File: config.mk
export PLATFORM = sky130hd
export DESIGN_NAME = operand_sequencer
export DESIGN_NICKNAME = d
export VERILOG_FILES = /design/src/rtl/operand_sequencer.sv
export SDC_FILE = /design/constraint.sdc
export NUM_CORES = 1
export LEC_CHECK = 0
export BUFFER_PORTS_ARGS = -buffer_cell sky130_fd_sc_hd__buf_2
export CORE_MARGIN = 2
export CORE_UTILIZATION = 52
export DETAILED_ROUTE_END_ITERATION = 10
export HOLD_SLACK_MARGIN = 0.06
export PLACE_DENSITY = 0.77
export SLEW_MARGIN = 40
export SYNTH_ARGS = -nofsm -noshare
export SYNTH_HDL_FRONTEND = slang
export SYNTH_SLANG_ARGS = --single-unit
File: constraint.sdc
create_clock -name MainClock -period 1.87 [get_ports MainClock]
set_clock_uncertainty 0.15 [all_clocks]
set_input_delay 0.374 -clock MainClock [delete_from_list [all_inputs] [get_ports MainClock]]
set_output_delay 0.374 -clock MainClock [all_outputs]
set_load 0.02 [all_outputs]
File: src/rtl/operand_sequencer.sv
// operand_sequencer: control FSM for the 4-bit calculator datapath.
// Converts keyboard strobes into load/clear pulses for accumulators A and B,
// holds the ALU op select, waits EXEC_CYCLES for the ALU to settle and then
// pulses the result-register latch. All outputs are registered.
// Optional feature macro: OPERAND_CHAIN_EN (an op key in SHOW chains the
// result into A and starts a new operation instead of flagging an error).
module operand_sequencer #(
  parameter int EXEC_CYCLES = 2,   // ALU settle cycles, legal 1..15
  parameter int TIMEOUT_CYC = 255  // idle cycles allowed in WAIT_B, 0 = never
) (
  input  logic       MainClock,
  input  logic       ResetN,
  input  logic       KeyValid,
  input  logic       KeyIsOp,
  input  logic [3:0] KeyCode,
  output logic       KeyAck,
  output logic       LatchA,
  output logic       LatchB,
  output logic       ClearA,
  output logic       ClearB,
  output logic [1:0] AluOp,
  output logic       LatchOut,
  output logic       SelResult,
  output logic       Busy,
  output logic       Error
);

  typedef enum logic [2:0] {
    ST_IDLE   = 3'd0,
    ST_GOT_A  = 3'd1,
    ST_WAIT_B = 3'd2,
    ST_EXEC   = 3'd3,
    ST_SHOW   = 3'd4
  } state_t;

  // The first EXEC cycle lets B load; the settle count then runs to ELAST.
  localparam logic [3:0]  ELAST      = 4'(EXEC_CYCLES);
  localparam logic [15:0] TLIM       = 16'(TIMEOUT_CYC - 1);
  localparam bit          TIMEOUT_EN = (TIMEOUT_CYC != 0);

  state_t      state_r, state_nx;
  logic [3:0]  ecnt_r, ecnt_nx;
  logic [15:0] tcnt_r, tcnt_nx;
  logic        ack_r, ack_nx;
  logic        lata_r, lata_nx;
  logic        latb_r, latb_nx;
  logic        clra_r, clra_nx;
  logic        clrb_r, clrb_nx;
  logic [1:0]  op_r, op_nx;
  logic        lout_r, lout_nx;
  logic        busy_r, busy_nx;
  logic        err_r, err_nx;
`ifdef OPERAND_CHAIN_EN
  logic        sel_r, sel_nx;
`endif

  logic key_take_s;
  logic is_clear_s;
  logic is_bad_op_s;

  // Key acceptance and key classification.
  always_comb begin
    key_take_s  = KeyValid && !ack_r && (state_r != ST_EXEC);
    is_clear_s  = KeyIsOp && (KeyCode == 4'hF);
    is_bad_op_s = KeyIsOp && (KeyCode >= 4'h4) && (KeyCode <= 4'hE);
  end

  // Next-state and next-output logic; every pulse defaults low.
  always_comb begin
    state_nx = state_r;
    ecnt_nx  = ecnt_r;
    tcnt_nx  = tcnt_r;
    op_nx    = op_r;
    ack_nx   = 1'b0;
    lata_nx  = 1'b0;
    latb_nx  = 1'b0;
    clra_nx  = 1'b0;
    clrb_nx  = 1'b0;
    lout_nx  = 1'b0;
    busy_nx  = 1'b0;
    err_nx   = 1'b0;
`ifdef OPERAND_CHAIN_EN
    sel_nx   = 1'b0;
`endif
    if (key_take_s) begin
      ack_nx  = 1'b1;
      tcnt_nx = 16'd0;
      if (is_clear_s) begin
        clra_nx  = 1'b1;
        clrb_nx  = 1'b1;
        op_nx    = 2'd0;
        state_nx = ST_IDLE;
      end else if (is_bad_op_s) begin
        err_nx = 1'b1;
      end else begin
        case (state_r)
          ST_IDLE: begin
            if (!KeyIsOp) begin
              lata_nx  = 1'b1;
              state_nx = ST_GOT_A;
            end else begin
              err_nx = 1'b1;
            end
          end
          ST_GOT_A: begin
            if (!KeyIsOp) begin
              lata_nx = 1'b1;
            end else begin
              op_nx    = KeyCode[1:0];
              state_nx = ST_WAIT_B;
            end
          end
          ST_WAIT_B: begin
            if (!KeyIsOp) begin
              latb_nx  = 1'b1;
              ecnt_nx  = 4'd0;
              state_nx = ST_EXEC;
            end else begin
              op_nx = KeyCode[1:0];
            end
          end
          ST_SHOW: begin
            if (!KeyIsOp) begin
              clrb_nx  = 1'b1;
              lata_nx  = 1'b1;
              state_nx = ST_GOT_A;
            end else begin
`ifdef OPERAND_CHAIN_EN
              sel_nx   = 1'b1;
              lata_nx  = 1'b1;
              clrb_nx  = 1'b1;
              op_nx    = KeyCode[1:0];
              state_nx = ST_WAIT_B;
`else
              err_nx = 1'b1;
`endif
            end
          end
          default: begin
            state_nx = ST_IDLE;
          end
        endcase
      end
    end else begin
      case (state_r)
        ST_WAIT_B: begin
          if (TIMEOUT_EN && (tcnt_r == TLIM)) begin
            clra_nx  = 1'b1;
            clrb_nx  = 1'b1;
            err_nx   = 1'b1;
            tcnt_nx  = 16'd0;
            state_nx = ST_IDLE;
          end else begin
            tcnt_nx = tcnt_r + 16'd1;
          end
        end
        ST_EXEC: begin
          if (ecnt_r == ELAST) begin
            lout_nx  = 1'b1;
            ecnt_nx  = 4'd0;
            state_nx = ST_SHOW;
          end else begin
            busy_nx = 1'b1;
            ecnt_nx = ecnt_r + 4'd1;
          end
        end
        default: begin
          state_nx = state_r;
        end
      endcase
    end
  end

  // State, counters and registered outputs; reset aborts any operation.
  always_ff @(posedge MainClock or negedge ResetN) begin
    if (!ResetN) begin
      state_r <= ST_IDLE;
      ecnt_r  <= 4'd0;
      tcnt_r  <= 16'd0;
      ack_r   <= 1'b0;
      lata_r  <= 1'b0;
      latb_r  <= 1'b0;
      clra_r  <= 1'b0;
      clrb_r  <= 1'b0;
      op_r    <= 2'd0;
      lout_r  <= 1'b0;
      busy_r  <= 1'b0;
      err_r   <= 1'b0;
    end else begin
      state_r <= state_nx;
      ecnt_r  <= ecnt_nx;
      tcnt_r  <= tcnt_nx;
      ack_r   <= ack_nx;
      lata_r  <= lata_nx;
      latb_r  <= latb_nx;
      clra_r  <= clra_nx;
      clrb_r  <= clrb_nx;
      op_r    <= op_nx;
      lout_r  <= lout_nx;
      busy_r  <= busy_nx;
      err_r   <= err_nx;
    end
  end

`ifdef OPERAND_CHAIN_EN
  // Result-to-A mux select, one pulse alongside the chaining LatchA.
  always_ff @(posedge MainClock or negedge ResetN) begin
    if (!ResetN) begin
      sel_r <= 1'b0;
    end else begin
      sel_r <= sel_nx;
    end
  end
  assign SelResult = sel_r;
`else
  assign SelResult = 1'b0;
`endif

  assign KeyAck   = ack_r;
  assign LatchA   = lata_r;
  assign LatchB   = latb_r;
  assign ClearA   = clra_r;
  assign ClearB   = clrb_r;
  assign AluOp    = op_r;
  assign LatchOut = lout_r;
  assign Busy     = busy_r;
  assign Error    = err_r;

endmodule

==> out/results.tsv <==
metric	value	unit
status	finished with violations	
failing checks	negative setup slack	
Filler Cell Count	211	
Tmin final	2.008	ns
initial antenna violation count	0	
hpwl dp	2872	um
CP startpoint kind	flop	
Reg area	828.3	sq um
Synth Net Count	201	
Inst Count DP	266	
Hold WC Path Type	primary input to flop	
Clock Tree Buf Depth	2	
Crit path arrival time	2.12	ns
IO buf count	17	
Seq cells post-synth	33	
drt pass-1 iters	4	
Netlist Area Pre-Place	0.001763	sq mm
clock sink count	33	
ant diodes	0	
largest net degree at the start of global routing	34	
Placer Congestion	0.8728	
PwrDens	912.9	mW/mm^2
Internal	0.001382	W
share of post-route cells with drive strength above 1	0.4149	
top cells by area, synth	dfrtp_1 47%, nand2_1 5.3%, o21ai_0 4.0%	
Yosys top cell area share	0.4684	
Yosys cell types	45	
multi-input logic area	0.001040	sq mm
Initial DRC Count	90	
prevailing post-synth register cell	dfrtp_1	
CP Buf/Inv Count	2	
core outline area	0.003284	sq mm
Overall Power	0.002218	W
Avg Cell Area, Syn	9.328	sq um
TritonCTS Buffers	5	
All-Layer GR Usage	0.2201	
Post-synth top cells	33 x dfrtp_1, 25 x nand2_1, 14 x o21ai_0	
H-tree Lvls	2	
RSZ-0062 raised after global routing	true	
Antenna Violating Nets Remaining	0	
die width	62.23	um
Pleak	1.084	nW
Worst-path clk slew	0.12	ns
CP Capture Type	flop	
fin crit share	1.074	
root buffer cell	clkbuf_4	
crit-path leading delay family	flip-flops	
TritonCTS clock tree	done	
total number of vias	1692	
WL final	4842	um
final hold vios	0	
proportion of power drawn by the clock network	0.187	
max capacitance violation total	0	
Psw	0.0008365	W
fmax	498.0	MHz
Final Net Count	252	
Die ar.	0.003872	sq mm
slowest stage cell, crit path	dfrtp_1	
Initial Utilization	0.5368	
number of global-route vias before repair	1486	
mean number of vias per cell	5.895	
FFs w/ async S/R, synth	1.000	
worst setup margin	-0.1380	ns
Crit Path Class	flop to flop	
area delta synth->final	37.83	%
pins over their slew limit	0	
# rows	21	
DRC viols	0	
maximum fanout along the worst path	8	
Worst EP required	1.99	ns
Worst-Skew Late Latency	0.35	ns
sequential area share after synthesis	0.4684	
sw frac	0.3771	
Final setup viols	15	
largest stage delay on the critical path	0.45	ns
Layout Cells excl Fill	287	
total grt overflow	0	
first-pass GRT wire length	6762	um
Slew @ Worst Pin	0.5774	ns
cell taking the most area after synthesis	dfrtp_1	
Post-synth EDFFs	0	
count leader, synth	dfrtp_1	
Slew headroom	0.6137	
peak supply drop	910.3	uV
hold_ws	0.1454	ns
combinational power share	0.406	
Die Y	62.23	um
Reg power frac	0.408	
routed len/inst	16.87	um
worst path cell trace	inv_1, ha_1, and4_4, a21oi_4, clkbuf_16, a21oi_1, mux2i_1	
final core occ	0.7398	
Mapped Cells	189	
yosys warns	0	
Top Ports	19	
## placed cells by master, fill, tap and decap left out, drive strengths merged, types with 4 or more instances in the layout
master	netlist	routed
a21oi	13	13
nor2	9	9
nand4	5	5
inv	6	6
a31oi	10	10
nand2b	6	6
nand3	13	13
buf	7	49
ha	4	4
nand2	25	25
o21ai	15	15
a41oi	4	4
clkbuf	1	7
dfrtp	33	33
nor3	6	6
## worst register-to-register path: stages, from the launching register on
cell and delay [ns]:
dfrtp_1 0.45, inv_1 0.06, ha_1 0.23, and4_4 0.18, a21oi_4 0.35, clkbuf_16 0.24, a21oi_1 0.09, mux2i_1 0.18
## layout make-up
| cell class | instances | area share |
|---|---|---|
| clock buffer | 5 | 0.01545 |
| inverter | 6 | 0.009269 |
| clock inverter | 3 | 0.009269 |
| sequential | 33 | 0.3409 |
| tap | 46 | 0.02369 |
| timing repair buffer | 52 | 0.1735 |
| multi-input combinational | 142 | 0.4279 |
## sequential cells by signal, indices dropped and copies added (netlist names)
| name | flops |
|---|---|
| LatchA | 1 |
| ClearB | 1 |
| LatchOut | 1 |
| Busy | 1 |
| KeyAck | 1 |
| LatchB | 1 |
| AluOp | 2 |
| ClearA | 1 |
| tcnt_r | 16 |
| Error | 1 |
| ecnt_r | 4 |
| state_r | 3 |
## power groups by stage
stage          combinational (W)  sequential (W)  clock (W)
2_1_floorplan           0.000443        0.000944          0
3_3_place_gp            0.000720        0.000908          0
3_5_place_dp            0.000753        0.000916          0
4_1_cts                 0.000760        0.000901   0.000420
5_1_grt                 0.000979        0.000919   0.000448
6_report                0.000900        0.000904   0.000414
## cell families after synthesis
family,count (synthesis),share of synthesized area
buffers and inverters,14,0.04613
xor gates and xnor gates,2,0.009938
and+or+nand+nor,82,0.2477
adders and majority gates,4,0.02839
AOI/OAI and AO/OA,50,0.1789
muxes,3,0.01845
DFF,33,0.4684
other,1,0.002127
## through the flow
step                      worst slack [ns]  setup TNS, ns  instance area, sq um
after floorplan                   -0.04728       -0.09455                  1805
after global placement            -0.02247       -0.04475                  2067
after detailed placement          -0.09611        -0.1791                  2067
after CTS                         -0.08634        -0.1622                  2145
after global routing               -0.1912         -2.026                  2430
final                              -0.1380         -1.030                  2430
## routing by layer
layer / global-route usage / vias up / part of all wire
met5: 0 / - / 0
met4: 0.06389 / 0 / 0.026
li1: - / 793 / -
met2: 0.3791 / 74 / 0.51
met1: 0.2786 / 808 / 0.39
met3: 0.05072 / 17 / 0.070
## repair_timing
| item | 4_1_cts | 5_1_grt |
|---|---|---|
| pin swaps | 1 | 16 |
| setup endpoints to repair | 2 | 14 |
| gates cloned | 0 | 2 |
| gates resized for setup | 0 | 35 |
| hold buffers | 1 | 0 |
| endpoints found under the hold margin | 33 | 0 |
| buffers inserted | 1 | 8 |
## worst paths after layout
path,slack [ns],cells past startpoint,to,from
worst max-delay path,-0.14,7,tcnt_r[8],tcnt_r[0]
worst min-delay path,0.15,3,AluOp[0],KeyCode[0]
worst max register to register,-0.14,7,tcnt_r[8],tcnt_r[0]
worst min register to register,0.35,2,AluOp[0],AluOp[0]
max in group asynchronous,0.80,3,state_r[2],ResetN
min in group asynchronous,0.32,2,tcnt_r[12],ResetN
(Power assumes the default switching activity.)
